**config.mk**
```make
export PLATFORM = sky130hd
export DESIGN_NAME = vend_controller
export DESIGN_NICKNAME = d
export VERILOG_FILES = /design/src/rtl/vend_controller.sv
export SDC_FILE = /design/constraint.sdc
export NUM_CORES = 1
export LEC_CHECK = 0
export ABC_AREA = 1
export BUFFER_PORTS_ARGS = -buffer_cell sky130_fd_sc_hd__buf_2
export CAP_MARGIN = 20
export CORE_MARGIN = 1.5
export CORE_UTILIZATION = 50
export CTS_BUF_LIST = sky130_fd_sc_hd__clkbuf_4
export CTS_CLUSTER_DIAMETER = 40
export CTS_CLUSTER_SIZE = 16
export DETAILED_ROUTE_END_ITERATION = 12
export GPL_TIMING_DRIVEN = 0
export PLACE_DENSITY = 0.72
export SYNTH_ARGS = -nofsm -noshare
export SYNTH_HDL_FRONTEND = slang
export SYNTH_SLANG_ARGS = --single-unit
```
**constraint.sdc**
```tcl
create_clock -name clk_i -period 3.3 [get_ports clk_i]
set_clock_uncertainty 0.15 [all_clocks]
set_input_delay 0.66 -clock clk_i [delete_from_list [all_inputs] [get_ports clk_i]]
set_output_delay 0.66 -clock clk_i [all_outputs]
set_load 0.01 [all_outputs]
```
**src/rtl/vend_controller.sv**
```systemverilog
`default_nettype none
// ============================================================================
// Module   : vend_controller
// Purpose  : Credit-accumulation and dispense controller for the vending
//            machine. Accepts one-cycle coin/select/cancel pulses, keeps a
//            running credit, checks selections against item prices, drives a
//            timed one-hot dispense output and returns change.
// Ports    : clk_i           system clock, rising edge
//            rst_ni          synchronous active-low reset
//            coin_i[2:0]     coin pulses: bit0=10, bit1=20, bit2=50 units
//            sel_i[2:0]      select pulses: bit0=A, bit1=B, bit2=C
//            cancel_i        cancel / refund pulse
//            credit_o[7:0]   current credit
//            dispense_o[2:0] one-hot dispense, held DISP_CYCLES cycles
//            change_valid_o  one-cycle change-return strobe
//            change_amt_o    change amount (0 when change_valid_o is low)
//            coin_reject_o   one-cycle strobe: coin not accepted
//            insufficient_o  one-cycle strobe: selection lacked credit
//            busy_o          high while dispensing or returning change
// Revision : 1.0 - initial release
// ============================================================================
module vend_controller #(
  parameter int PRICE_A     = 30,
  parameter int PRICE_B     = 50,
  parameter int PRICE_C     = 70,
  parameter int MAX_CREDIT  = 200,
  parameter int DISP_CYCLES = 4
) (
  input  logic       clk_i,
  input  logic       rst_ni,
  input  logic [2:0] coin_i,
  input  logic [2:0] sel_i,
  input  logic       cancel_i,
  output logic [7:0] credit_o,
  output logic [2:0] dispense_o,
  output logic       change_valid_o,
  output logic [7:0] change_amt_o,
  output logic       coin_reject_o,
  output logic       insufficient_o,
  output logic       busy_o
);

  // Counter only needs to hold DISP_CYCLES-1.
  localparam int CNT_W = (DISP_CYCLES > 1) ? $clog2(DISP_CYCLES) : 1;
  localparam logic [CNT_W-1:0] CNT_LOAD = CNT_W'(DISP_CYCLES - 1);
  localparam logic [8:0] MAX9 = 9'(MAX_CREDIT);

  typedef enum logic [1:0] {
    S_IDLE     = 2'd0,
    S_CREDIT   = 2'd1,
    S_DISPENSE = 2'd2,
    S_CHANGE   = 2'd3
  } state_t;

  state_t           state_q, state_d;
  logic [7:0]       credit_q, credit_d;
  logic [2:0]       dispense_q, dispense_d;
  logic [CNT_W-1:0] cnt_q, cnt_d;
  logic             change_valid_q, change_valid_d;
  logic [7:0]       change_amt_q, change_amt_d;
  logic             coin_reject_q, coin_reject_d;
  logic             insufficient_q, insufficient_d;
  logic             busy_q, busy_d;

  // Decoded coin value and item price; 9-bit arithmetic avoids wrap.
  logic [8:0] coin_val;
  logic       coin_onehot;
  logic       coin_any;
  logic [8:0] price;
  logic       sel_onehot;
  logic [8:0] credit9;
  logic [8:0] coin_sum;
  logic [8:0] credit_left;

  always_comb begin
    coin_val    = 9'd0;
    coin_onehot = 1'b1;
    case (coin_i)
      3'b001:  coin_val = 9'd10;
      3'b010:  coin_val = 9'd20;
      3'b100:  coin_val = 9'd50;
      default: coin_onehot = 1'b0;
    endcase
  end

  always_comb begin
    price      = 9'd0;
    sel_onehot = 1'b1;
    case (sel_i)
      3'b001:  price = 9'(PRICE_A);
      3'b010:  price = 9'(PRICE_B);
      3'b100:  price = 9'(PRICE_C);
      default: sel_onehot = 1'b0;
    endcase
  end

  assign coin_any    = |coin_i;
  assign credit9     = {1'b0, credit_q};
  assign coin_sum    = credit9 + coin_val;
  assign credit_left = credit9 - price;

  always_ff @(posedge clk_i) begin
    if (!rst_ni) begin
      state_q        <= S_IDLE;
      credit_q       <= 8'd0;
      dispense_q     <= 3'd0;
      cnt_q          <= '0;
      change_valid_q <= 1'b0;
      change_amt_q   <= 8'd0;
      coin_reject_q  <= 1'b0;
      insufficient_q <= 1'b0;
      busy_q         <= 1'b0;
    end else begin
      state_q        <= state_d;
      credit_q       <= credit_d;
      dispense_q     <= dispense_d;
      cnt_q          <= cnt_d;
      change_valid_q <= change_valid_d;
      change_amt_q   <= change_amt_d;
      coin_reject_q  <= coin_reject_d;
      insufficient_q <= insufficient_d;
      busy_q         <= busy_d;
    end
  end

  // The change cycle's outputs are loaded on the edge that enters S_CHANGE,
  // so change_valid/credit=0 appear together for exactly the CHANGE cycle.
  always_comb begin
    state_d        = state_q;
    credit_d       = credit_q;
    dispense_d     = dispense_q;
    cnt_d          = cnt_q;
    change_valid_d = 1'b0;
    change_amt_d   = 8'd0;
    coin_reject_d  = 1'b0;
    insufficient_d = 1'b0;
    busy_d         = busy_q;

    case (state_q)
      S_IDLE, S_CREDIT: begin
        busy_d = 1'b0;
        if (cancel_i) begin
          // A coin arriving with cancel is dropped.
          coin_reject_d = coin_any;
          if (credit_q != 8'd0) begin
            state_d        = S_CHANGE;
            change_valid_d = 1'b1;
            change_amt_d   = credit_q;
            credit_d       = 8'd0;
            busy_d         = 1'b1;
          end
        end else if (sel_onehot) begin
          // A coin arriving with a valid selection is dropped.
          coin_reject_d = coin_any;
          if (credit9 >= price) begin
            credit_d   = credit_left[7:0];
            dispense_d = sel_i;
            cnt_d      = CNT_LOAD;
            state_d    = S_DISPENSE;
            busy_d     = 1'b1;
          end else begin
            insufficient_d = 1'b1;
          end
        end else if (coin_any) begin
          if (coin_onehot && (coin_sum <= MAX9)) begin
            credit_d = coin_sum[7:0];
            state_d  = S_CREDIT;
          end else begin
            coin_reject_d = 1'b1;
          end
        end
      end

      S_DISPENSE: begin
        coin_reject_d = coin_any;
        if (cnt_q == '0) begin
          dispense_d = 3'd0;
          if (credit_q != 8'd0) begin
            state_d        = S_CHANGE;
            change_valid_d = 1'b1;
            change_amt_d   = credit_q;
            credit_d       = 8'd0;
            busy_d         = 1'b1;
          end else begin
            state_d = S_IDLE;
            busy_d  = 1'b0;
          end
        end else begin
          cnt_d = cnt_q - 1'b1;
        end
      end

      S_CHANGE: begin
        coin_reject_d = coin_any;
        state_d       = S_IDLE;
        busy_d        = 1'b0;
      end

      default: begin
        state_d    = S_IDLE;
        credit_d   = 8'd0;
        dispense_d = 3'd0;
        busy_d     = 1'b0;
      end
    endcase
  end

  assign credit_o       = credit_q;
  assign dispense_o     = dispense_q;
  assign change_valid_o = change_valid_q;
  assign change_amt_o   = change_amt_q;
  assign coin_reject_o  = coin_reject_q;
  assign insufficient_o = insufficient_q;
  assign busy_o         = busy_q;

endmodule
`default_nettype wire

```
### Yosys cells after proc, flatten, opt, wreduce, memory -nomap -nowiden

Cells that the tools add are included.

* register bits after elaboration: 27
* output and inout bits: 23
* word-level logic and storage cells: 100

* $add $sub $neg: 3
* $lt $le $gt $ge: 2
* equal/unequal tests: 18
* multiplexer cells: 50
* bitwise gates (word level): 3
* reductions and logical operators: 15

Operators by type and width (count)
* two-way mux 8 bit: 10
* one-hot mux 8 bit (2 select lines): 2
* two-way mux 2 bit: 12
* one-hot mux 7 bit (3 select lines): 1
* AND reduction 5 bit: 4
* one-hot mux 6 bit (3 select lines): 1
* two-way mux 1 bit: 14
* two-way mux 3 bit: 4
* inequality test 4 bit, second input constant: 3
* inequality test 2 bit, second input constant: 5
* adder 8 x 9 -> 9 bit: 1
* >= comparator 8 x 9 -> 1 bit: 1
* <= comparator 9 x 8 -> 1 bit, second input constant: 1
* OR reduction 3 bit: 3
* nonzero test 8 bit: 1
* subtractor 8 bit: 1
* equality test 3 x 1 -> 1 bit, second input constant: 2
* equality test 3 x 2 -> 1 bit, second input constant: 2
* equality test 3 bit, second input constant: 2
* one-hot mux 2 bit (3 select lines): 1
* one-hot mux 3 bit (2 select lines): 1
* equality test 2 bit, second input constant: 2
* logical NOT 2 bit: 2
* one-hot mux 1 bit (2 select lines): 2
* 10 further kinds: 13

### Longest topological paths before layout

Gate-level depths: netlist (run 1).

* depth after elaboration: 10
* mapped depth: 19

### Least setup slack after synthesis (run 1)

No wires, ideal clock.

* path kind: input-to-reg
* start point: input port coin_i[1]
* end point: register credit_q[2], in the netlist credit_o[2]
* setup time: 0.062 ns
* data arrival time: 2.620 ns
* required time: 3.088 ns
* setup slack: 0.468 ns
* stages on the path: 15
* cells stage by stage: inv_1 -> nand2_1 -> nor2_2 -> or2_2 -> ha_1 -> fa_1 -> o31ai_1 -> nand3_1 -> nand3_2 -> nand2_2 -> nand2_4 -> nand3_4 -> nand2_1 -> inv_1 -> nor2_2

* longest elaborated chain between the ends: 8

RTL lines
* start: declaration: line 31 `input logic [2:0] coin_i,`
* branches (longest 8 deep; another with adder 8 x 9 -> 9 bit)
* end signal: assignment: line 115 `credit_q <= credit_d;`
* end: declaration: line 56 `logic [7:0] credit_q, credit_d;`

Parallel ways; which one is timed is not known. The select of a mux whose other input is x is not followed.
A chain may end at the register's enable or synchronous reset.

### Final worst setup path (run 1)

* start point: input port coin_i[2]
* end point: register credit_q[2], in the netlist credit_o[2]

Same word-level chain as after synthesis.

==> run metrics, run 1 <==
status finished clean; Routed WL 4.688 mm; CP Capture Type register; reported max-cap violation count 0; Netlist cell types 38; Worst Setup SP coin_i[2]; Post-CTS Hold Buffers 0; Syn Std Cell Area 0.001991 mm²; worst hold-check path type register to register; WL per Instance 12.60 µm; syn avg cell area 6.888 µm²; Clock Latency Late Sink 0.33 ns; gpl congestion 0.9715; Clock Path Buffers 2; Final Hold Vio Count 0; Reg clk slew, reported paths 0.15 ns; Tcrit/Tclk final 86.47%; Final nets 348; die footprint 0.004369 mm²; TritonRoute pass-1 iters 5; port bufs 31; Worst setup SP type input port; Ports 32; Detailed Route Iter0 Violations 83; root buffer cell clkbuf_4; layout cells sized above 1 23.46%; syn nets 312; Worst R2R Setup Slack 0.93 ns; Yosys warnings 0; n_diodes 0; sum of negative setup slack 0 ns; most common flop cell mapped by yosys dfxtp_1; DRC errors left 0; peak supply drop 0.4376 mV; Layout area overhead 12.32%; Die H 66.10 µm; LEAKAGE 1.209 nW; CTS-repair resized insts 0; H-tree depth 1; min Tclk post-route 2.854 ns; Post-Syn Instances 289; r2r endpoint state_q[0]; crit path kind input port to register; routed vias 1953; Final setup violation count 0; Max Clk Rate 350.4 MHz; first-pass GRT wire length 7.776 mm; largest net degree at the start of global routing 17; CP Data Required Time 3.44 ns; # fillers 387; Post-synth EDFFs 0; initial antenna violation count 0; Post-DP HPWL 3.720 mm; Initial Utilization 53.18%; critical path capture point credit_o[2]; worst-case reg-to-reg path depth 12; Die Wd 66.10 µm; row cnt 22; Slew Viols, Final 0; Least-Margin Pin Slew 0.4552 ns; RSZ-0062 raised after global routing false; post-layout util 59.73%; clk sinks 27; CTS tree built; GR Util All Layers 23.12%; sequential share of the synthesized area 27.15%; CTS buffer count 3; Core Region 0.003744 mm²; Critical Path AT 2.99 ns; Max-slew headroom 69.65%; Antenna Nets Post-Route 0; Critical R2R Launch credit_o[2]; grt ovf 0; vias in the first global route 1735; Post-CTS Setup Bufs 0; worst-path maximum fanout 10; register bit total from synthesis 27; PD cells 862.5 mW/mm²; asr flop ratio synth 0%; Vias/cell 5.250
-- report_power, final --
part           internal (mW)  switching, mW
logic                  0.473          0.781
registers              0.427          0.100
clock network         0.0465          0.100
total                  0.947          0.982
-- state kept, by name (all words and copies together), names as in the netlist --
| register | flops |
|---|---|
| busy_o | 1 |
| coin_reject_o | 1 |
| dispense_o | 3 |
| change_amt_o | 8 |
| insufficient_o | 1 |
| cnt_q | 2 |
| change_valid_o | 1 |
| credit_o | 8 |
| state_q | 2 |
-- cells in the final DEF (no fill, tap or decap), types with 2 or more instances in the layout --
master,synthesis,final
fa_1,2,2
o21ai_0,7,7
a21oi_2,2,2
clkbuf_4,0,3
nand2_1,63,63
nand2_2,4,4
nand3_2,4,4
nor3_1,13,13
nand4_1,16,16
nor3_2,2,2
inv_2,8,8
nor2_2,7,7
o21ai_1,2,2
buf_2,1,32
a21oi_1,12,12
o31ai_1,2,2
nand3_1,20,20
nor2_4,3,3
o211ai_1,2,2
inv_1,44,44
ha_1,12,12
xor2_1,3,3
nand2_4,2,2
dfxtp_1,27,27
nor2_1,17,17
-- through the flow --
| step | power [mW] | area (µm²) | cells | setup WS (ns) | hold WS, ns |
|---|---|---|---|---|---|
| 6_report | 1.929 | 2236 | 372 | 0.4464 | 0.3222 |
| 5_1_grt | 2.128 | 2236 | 372 | 0.2548 | 0.3494 |
| 4_1_cts | 1.932 | 2236 | 372 | 0.4867 | 0.3274 |
| 3_5_place_dp | 1.777 | 2206 | 368 | 0.1241 | 0.3088 |
| 3_3_place_gp | 1.761 | 2206 | 368 | 0.1454 | 0.2994 |
| 2_1_floorplan | 1.470 | 1991 | 289 | 0.4682 | 0.2833 |
-- critical path: stages --
cell and delay, ns:
buf_2 0.13, nor3_1 0.33, or2_2 0.18, ha_1 0.20
fa_1 0.48, o31ai_1 0.26, nand3_1 0.14, nand3_2 0.11
nand2_2 0.06, nand2_4 0.13, nand3_4 0.12, nand2_1 0.08
inv_1 0.04, nor2_2 0.08
-- final cells by class --
| cell class | instances | area, µm² | area share, % |
|---|---|---|---|
| Buffer | 4 | 27.53 | 1.231 |
| Clock inverter | 1 | 7.507 | 0.3358 |
| Sequential cell | 27 | 540.5 | 24.17 |
| Multi-Input combinational cell | 206 | 1227 | 54.90 |
| Inverter | 52 | 195.2 | 8.730 |
| Tap cell | 48 | 60.06 | 2.686 |
| Timing Repair Buffer | 31 | 155.1 | 6.939 |
| Clock buffer | 3 | 22.52 | 1.007 |
-- synthesized netlist by cell type, types with 2 or more instances --
library cell,instances,area share (%)
nand2_1,63,12
inv_1,44,8.3
dfxtp_1,27,27
nand3_1,20,5.0
nor2_1,17,3.2
nand4_1,16,5.0
nor3_1,13,3.3
a21oi_1,12,3.0
ha_1,12,7.5
inv_2,8,1.5
nor2_2,7,2.2
o21ai_0,7,1.8
nand2_2,4,1.3
nand3_2,4,2.0
nor2_4,3,1.7
xor2_1,3,1.3
a21oi_2,2,0.88
fa_1,2,2.0
nand2_4,2,1.1
nor3_2,2,1.0
o211ai_1,2,0.75
o21ai_1,2,0.50
o31ai_1,2,0.75
-- per-layer routing --
metal	GRT usage (%)	up-vias	wire length (µm)
li1	-	1013	-
met1	30.67	884	2241
met2	38.75	50	2157
met3	3.918	6	227
met4	5.867	0	61
met5	0	-	0
-- cells by family (layout without fill, tap and decap cells) --
family                     Yosys count  in the layout  share of synthesized area [%]
buffers and inverters               56             91                          11.19
adders and majority gates           14             14                          9.554
xor gates and xnor gates             4              4                          1.760
and+or+nand+nor                    157            157                          40.67
AOI/OAI and AO/OA                   31             31                          9.680
DFF                                 27             27                          27.15
-- worst min path at each step --
stage | start | endpoint | slack, ns | cells past startpoint
after floorplan | cnt_q[1] | cnt_q[1] | 0.28 | 2
after global placement | cnt_q[1] | cnt_q[1] | 0.30 | 2
after detailed placement | cnt_q[1] | cnt_q[1] | 0.31 | 2
after CTS | cnt_q[1] | cnt_q[1] | 0.33 | 2
after global routing | cnt_q[1] | cnt_q[1] | 0.35 | 2
final | cnt_q[1] | cnt_q[1] | 0.32 | 2
Power figures use the tool's default switching activity.
==> inputs of run 2 (changes only) <==
--- a/config.mk
+++ b/config.mk
@@ -5,7 +5,6 @@
 export SDC_FILE = /design/constraint.sdc
 export NUM_CORES = 1
 export LEC_CHECK = 0
-export ABC_AREA = 1
 export BUFFER_PORTS_ARGS = -buffer_cell sky130_fd_sc_hd__buf_2
 export CAP_MARGIN = 20
 export CORE_MARGIN = 1.5
@@ -15,7 +14,7 @@
 export CTS_CLUSTER_SIZE = 16
 export DETAILED_ROUTE_END_ITERATION = 12
 export GPL_TIMING_DRIVEN = 0
-export PLACE_DENSITY = 0.72
+export PLACE_DENSITY = 0.76
 export SYNTH_ARGS = -nofsm -noshare
 export SYNTH_HDL_FRONTEND = slang
 export SYNTH_SLANG_ARGS = --single-unit
==> constraint.sdc (replaced) <==
create_clock -name clk_i -period 2.4 [get_ports clk_i]
set_clock_uncertainty 0.15 [all_clocks]
set_input_delay 0.48 -clock clk_i [delete_from_list [all_inputs] [get_ports clk_i]]
set_output_delay 0.48 -clock clk_i [all_outputs]
set_load 0.01 [all_outputs]
==> run 2 against run 1 <==
- global-route usage up 2.1 points
- combinational power down 34%
- the flow now finishes with violations (negative setup slack)
- via count down 10%
- first-iteration DRC count down 25%
- largest cell class unchanged
- flip-flop and latch count unchanged
==> run metrics, run 2 <==
RSZ-0062 raised after global routing true; PD cells 647.5 mW/mm² (-25%); CTS tree built; Syn Std Cell Area 0.001767 mm² (-11%); slowest library cell on the worst path fa_2; Antenna Nets Post-Route 0 (unchanged); initial antenna violation count 0 (unchanged); asr flop ratio synth 0% (unchanged); status finished, violations left; Netlist cell types 49 (+29%); Clock Path Buffers 2 (unchanged); reported max-cap violation count 0 (unchanged); Top Layer Used met4; CP max stage delay 0.36 ns (-0.12 ns); Routed WL 4.618 mm (-1.5%); H-tree depth 1 (unchanged); GR Util All Layers 25.25% (+2.1 points); WL per Instance 14.90 µm (+18%); Yosys warnings 0 (unchanged); Clock Latency Late Sink 0.33 ns (about the same); Die H 62.44 µm (-5.5%); Final nets 288 (-17%); crit path kind input port to register; worst-case reg-to-reg path depth 10 (-2); crit path cell chain buf_8, nor3b_4, or2_4, ha_4, fa_2, a211oi_2, o21bai_1, nand4bb_1, and3b_2, nor3b_4, buf_6, a211o_1, o31ai_2; register bit total from synthesis 27 (unchanged); most used cell, CP nor3b_4; syn nets 226 (-28%); Critical R2R Launch credit_o[1]; Worst setup SP type input port; top cell type by total area after synthesis dfxtp_1; sequential share of the synthesized area 30.59% (+3.4 points); Post-synth EDFFs 0 (unchanged); commonest non-fill, non-tap cells in the layout dfxtp_1 (27), buf_2 (26), buf_4 (25), nand2_1 (16), nor2_1 (13); CTS buffer count 3 (unchanged); root buffer cell clkbuf_4; peak supply drop 0.2984 mV (-32%); port bufs 31 (unchanged); Max-slew headroom 51.79% (-18 points); Post-Syn Instances 203 (-30%); final hold slack 0.2790 ns (-0.04320 ns); row cnt 21 (-4.5%); CP Data Required Time 2.49 ns (-0.95 ns); Max Clk Rate 344.6 MHz; Met1 Wirelength 1.983 mm (-12%); syn avg cell area 8.703 µm² (+26%); worst hold-check path type input port to register; Design Power 1.598 mW (-17%); gpl congestion 0.7847 (-19%); routed vias 1754 (-10%); Post-Place Cells 280 (-24%); leading post-synthesis cells by cell area dfxtp_1 (31%), ha_1 (8.5%), nand2_1 (3.8%), a21oi_1 (3.7%), xnor2_1 (3.5%); Die Wd 62.44 µm (-5.5%); die footprint 0.003899 mm² (-11%); cell with the most instances after synthesis dfxtp_1; Post-DP HPWL 3.090 mm (-17%); DRC errors left 0 (unchanged); min Tclk post-route 2.902 ns; Ports 32 (unchanged); Synth top area share 30.59% (+3.4 points); largest net degree at the start of global routing 16 (-1); Stages on worst setup path 13 (-1); grt ovf 0 (unchanged); CP Buf/Inv Count 2 (unchanged); cell family with most CP delay simple AND/OR/NAND/NOR gates; top post-synthesis cells by count dfxtp_1 (27), nand2_1 (18), nor2_1 (14), a21oi_1 (13), ha_1 (12); Final Hold Vio Count 0 (unchanged); Core Region 0.003363 mm² (-10%); CP Capture Type register; Least-Margin Pin Slew 0.7176 ns (+0.2623 ns); TritonRoute pass-1 iters 5 (unchanged); worst-path maximum fanout 5 (-5); layout cells sized above 1 39.02% (+16 points); vias in the first global route 1712 (-1.3%); Worst Setup SP coin_i[2]; commonest non-fill, non-tap cell in the layout dfxtp_1; setup ws final -0.5016 ns (-0.9480 ns); n_diodes 0 (unchanged); r2r endpoint credit_o[7]; failing checks negative setup slack; Tcrit/Tclk final 120.9%; filler-free cell count of the finished design 310 (-17%); most common flop cell mapped by yosys dfxtp_1; Detailed Route Iter0 Violations 62 (-25%); post-layout util 73.36% (+14 points); met3 wire length 238 µm (+4.8%); Layout area overhead 39.66%; metal2 WL 2.213 mm (+2.6%); Initial Utilization 52.53% (-0.65 points); Critical Path AT 2.99 ns (about the same); critical path capture point credit_o[7]; Vias/cell 5.658 (+7.8%); Worst R2R Setup Slack -0.28 ns (-1.21 ns); LEAKAGE 1.131 nW (-6.4%); clk sinks 27 (unchanged); Reg clk slew, reported paths 0.15 ns (about the same); Slew Viols, Final 0 (unchanged); first-pass GRT wire length 7.935 mm (+2.0%); Final setup violation count 13 (+13)
[run 2: cell count changes after synthesis, sizes merged, moves of 6 or more]
cell,delta
and3,+8
nor3b,+6
inv,-42
nand4,-14
mux2i,+6
xnor2,+6
nor3,-9
nand3,-22
nor2,-12
nand2,-51
[run 2: power breakdown]
group | switching, mW | internal (mW) | total [mW]
clock network | 0.144 | 0.0627 | 0.206
logic | 0.423 | 0.401 | 0.824
registers | 0.0653 | 0.502 | 0.567
total | 0.632 | 0.966 | 1.60
[run 2: logic make-up (layout without fill, tap and decap cells)]
family	count (synthesis)	after routing	synth area share, %
DFF	27	27	30.59
buffers and inverters	13	74	2.762
adders and majority gates	14	14	10.76
and+or+nand+nor	84	84	28.12
AOI/OAI and AO/OA	50	50	19.90
muxes	6	6	3.400
xor gates and xnor gates	9	9	4.462
[run 2: worst min-delay path: stages]
cell and delay (ns):
buf_8 0.11, nand4b_1 0.10, a21oi_2 0.05
[run 2: metal layers]
metal,global-route usage (%),vias to the layer above
li1,-,872
met1,31.09,802
met2,43.28,62
met3,3.604,18
met4,12.22,0
met5,0,-
[run 2: final cells by class]
class / count / area, µm²
plain buffers: 3 / 22.52
clock buffers: 3 / 22.52
clock inverters: 1 / 5.005
fillers: 273 / 895.9
inverters: 10 / 37.54
multi-input cells: 163 / 1378
flip-flops and latches: 27 / 540.5
well taps: 46 / 57.56
repair buffers: 57 / 404.1
[run 2: metrics by stage]
| stage | worst slack [ns] | instance area, µm² | TNS (ns) |
|---|---|---|---|
| after global placement | -0.8946 | 2092 | -11.79 |
| final | -0.5016 | 2467 | -4.606 |
| after floorplan | -0.5723 | 1879 | -5.930 |
| after detailed placement | -0.9937 | 2092 | -12.73 |
| after CTS | -0.4104 | 2376 | -3.481 |
| after global routing | -0.5545 | 2467 | -5.760 |
[run 2: worst min path at each step]
stage	from	endpoint	cells past startpoint
3_5_place_dp	cnt_q[0]	cnt_q[0]	1
4_1_cts	sel_i[1]	dispense_o[1]	3
2_1_floorplan	cnt_q[0]	cnt_q[0]	1
5_1_grt	sel_i[1]	dispense_o[1]	3
3_3_place_gp	busy_o	busy_o	2
6_report	sel_i[2]	dispense_o[2]	3
[run 2: timing repair]
item | in CTS | in global routing
hold buffers | 0 | 0
setup buffers | 19 | 7
resized for setup | 28 | 10
pin swaps | 31 | 15
setup endpoints to repair | 16 | 16
==> inputs of run 3 (changes only) <==
--- a/config.mk
+++ b/config.mk
@@ -13,7 +13,6 @@
 export CTS_CLUSTER_DIAMETER = 40
 export CTS_CLUSTER_SIZE = 16
 export DETAILED_ROUTE_END_ITERATION = 12
-export GPL_TIMING_DRIVEN = 0
 export PLACE_DENSITY = 0.76
 export SYNTH_ARGS = -nofsm -noshare
 export SYNTH_HDL_FRONTEND = slang
==> run 3 against run 2 <==
- the flow still finishes with violations (negative setup slack)
- critical path depth did not move
- sequential power fell by 1%
- register-to-register slack improved by 0.07 ns
- utilization rose by 5.3 points
- die area did not move
- design area rose by 7.3%
- clock power barely moved
- critical endpoint is now credit_o[6]
==> run metrics, run 3 (synthesis results as in run 2) <==
Post-Place Cells 320 (+14%); Post-CTS Hold Buffers 0 (unchanged); Tcrit/Tclk final 118.1% (-2.8 points); layout cells sized above 1 45.80% (+6.8 points); post-layout util 78.68% (+5.3 points); LEAKAGE 1.264 nW (+12%); Final nets 310 (+7.6%); filler-free cell count of the finished design 332 (+7.1%); Layout area overhead 49.79%; peak supply drop 0.2758 mV (-7.6%); status finished, violations left; gpl congestion 0.8577 (+9.3%); n_diodes 0 (unchanged); Max-slew headroom 62.65% (+11 points); worst hold-check path type register to register; Critical Path AT 2.94 ns (-0.05 ns); CP Data Required Time 2.51 ns (+0.02 ns); Final Hold Vio Count 0 (unchanged); PD cells 634.1 mW/mm² (-2.1%); met2 GRT Util 50.00% (+6.7 points); Initial Utilization 52.53% (unchanged); Clock power frac 12.4% (-0.5 points); Max Clk Rate 352.8 MHz (+2.4%); port bufs 31 (unchanged); worst-case reg-to-reg path depth 10 (unchanged); GR Util All Layers 27.55% (+2.3 points); reported max-cap violation count 0 (unchanged); clk sinks 27 (unchanged); routed vias 1855 (+5.8%); Slew Viols, Final 0 (unchanged); initial antenna violation count 0 (unchanged); Routed WL 5.051 mm (+9.4%); Final setup violation count 11 (-2); combinational cell fraction of total power 54.2% (+2.6 points); Vias/cell 5.587 (-1.2%); internal power 1.020 mW (+5.7%); Design Power 1.678 mW (+5.0%); commonest non-fill, non-tap cell in the layout buf_4; Clock Path Buffers 2 (unchanged); die footprint 0.003899 mm² (unchanged); design area 0.002646 mm² (+7.3%); crit path kind input port to register; CP Capture Type register; RSZ-0062 raised after global routing true; Net Switching 657.9 µW (+4.1%); met3 Resource Use GR 3.964% (+0.36 points); Worst setup SP type input port; H-tree depth 1 (unchanged); min Tclk post-route 2.834 ns (-0.06735 ns); Die Wd 62.44 µm (unchanged); Clock Latency Late Sink 0.34 ns (about the same); root buffer cell clkbuf_4; # fillers 256 (-6.2%); Core Region 0.003363 mm² (unchanged); TritonRoute pass-1 iters 4 (-1); Area after DPL 0.002394 mm² (+14%); switch share 39.20% (-0.36 points); Reg clk slew, reported paths 0.15 ns (about the same); Die H 62.44 µm (unchanged); CTS buffer count 3 (unchanged); met1 Track Usage GR 31.40% (+0.31 points); setup ws final -0.4342 ns (+0.06735 ns); WL per Instance 15.21 µm (+2.1%); GR peak layer met2; Reg power frac 33.4% (-2.1 points); grt ovf 0 (unchanged); Post-DP HPWL 3.690 mm (+19%); vias in the first global route 1899 (+11%); first-pass GRT wire length 8.528 mm (+7.5%); CTS tree built; commonest non-fill, non-tap cells in the layout buf_4 (49), dfxtp_1 (27), buf_2 (26), nand2_1 (17), nor2_1 (14); DRC errors left 0 (unchanged); Antenna Nets Post-Route 0 (unchanged); largest net degree at the start of global routing 17 (+1); failing checks negative setup slack; Ports 32 (unchanged); worst-path maximum fanout 6 (+1); Least-Margin Pin Slew 0.5564 ns (-0.1611 ns); final hold slack 0.3129 ns (+0.03389 ns); Detailed Route Iter0 Violations 83 (+34%); row cnt 21 (unchanged); hold path depth 2 (-1)
-- run 3: changes by cell type in the layout (fill, tap and decap cells not counted), sizes merged --
cell,previous run,this run
buf,58,82
clkbuf,5,3
-- run 3: worst paths after layout --
check	from	to	slack (ns)
min reg2reg	dispense_o[2]	dispense_o[2]	0.31
max reg2reg	credit_o[1]	credit_o[6]	-0.21
max	coin_i[0]	credit_o[6]	-0.43
min	dispense_o[2]	dispense_o[2]	0.31
-- run 3: layout make-up --
type,count,area (µm²),share of cell area (%)
Multi-Input combinational cell,163,1399,52.86
Timing Repair Buffer,82,584.3,22.08
Sequential cell,27,540.5,20.43
Tap cell,46,57.56,2.175
Inverter,10,37.54,1.418
Clock buffer,3,22.52,0.8511
Clock inverter,1,5.005,0.1891
-- run 3: timing repair --
action                     CTS  global route
hold endpoints to repair     0             0
buffers inserted             4             4
pin swaps                   21            21
gates resized for setup     30             9
setup endpoints to repair   15            16
-- run 3: per-stage QoR --
stage	worst slack [ns]	TNS, ns
3_3_place_gp	-0.8292	-10.47
3_5_place_dp	-0.9490	-11.44
4_1_cts	-0.3545	-3.294
5_1_grt	-0.5252	-4.837
6_report	-0.4342	-3.693
2_1_floorplan	-0.5723	-5.930
-- run 3: power by group through the flow --
stage / Clock [mW] / Combinational [mW] / Sequential [mW]
5_1_grt: 0.224 / 0.994 / 0.565
4_1_cts: 0.204 / 0.876 / 0.559
3_5_place_dp: 0 / 0.802 / 0.569
6_report: 0.208 / 0.910 / 0.560
2_1_floorplan: 0 / 0.477 / 0.577
3_3_place_gp: 0 / 0.784 / 0.566
-- run 3: routing by layer --
layer / up-vias / wire length [µm]
li1: 912 / -
met2: 61 / 2478
met4: 0 / 167
met5: - / 0
met3: 17 / 216
met1: 865 / 2190
-- run 3: critical path, cell delays in order --
cell	delay, ns
buf_8	0.10
nor3b_4	0.14
or2_4	0.27
ha_4	0.17
fa_2	0.38
a211oi_2	0.23
o21bai_2	0.11
nand4bb_1	0.18
and3b_2	0.24
nor3b_4	0.23
buf_6	0.16
nor2_4	0.06
mux2i_1	0.20
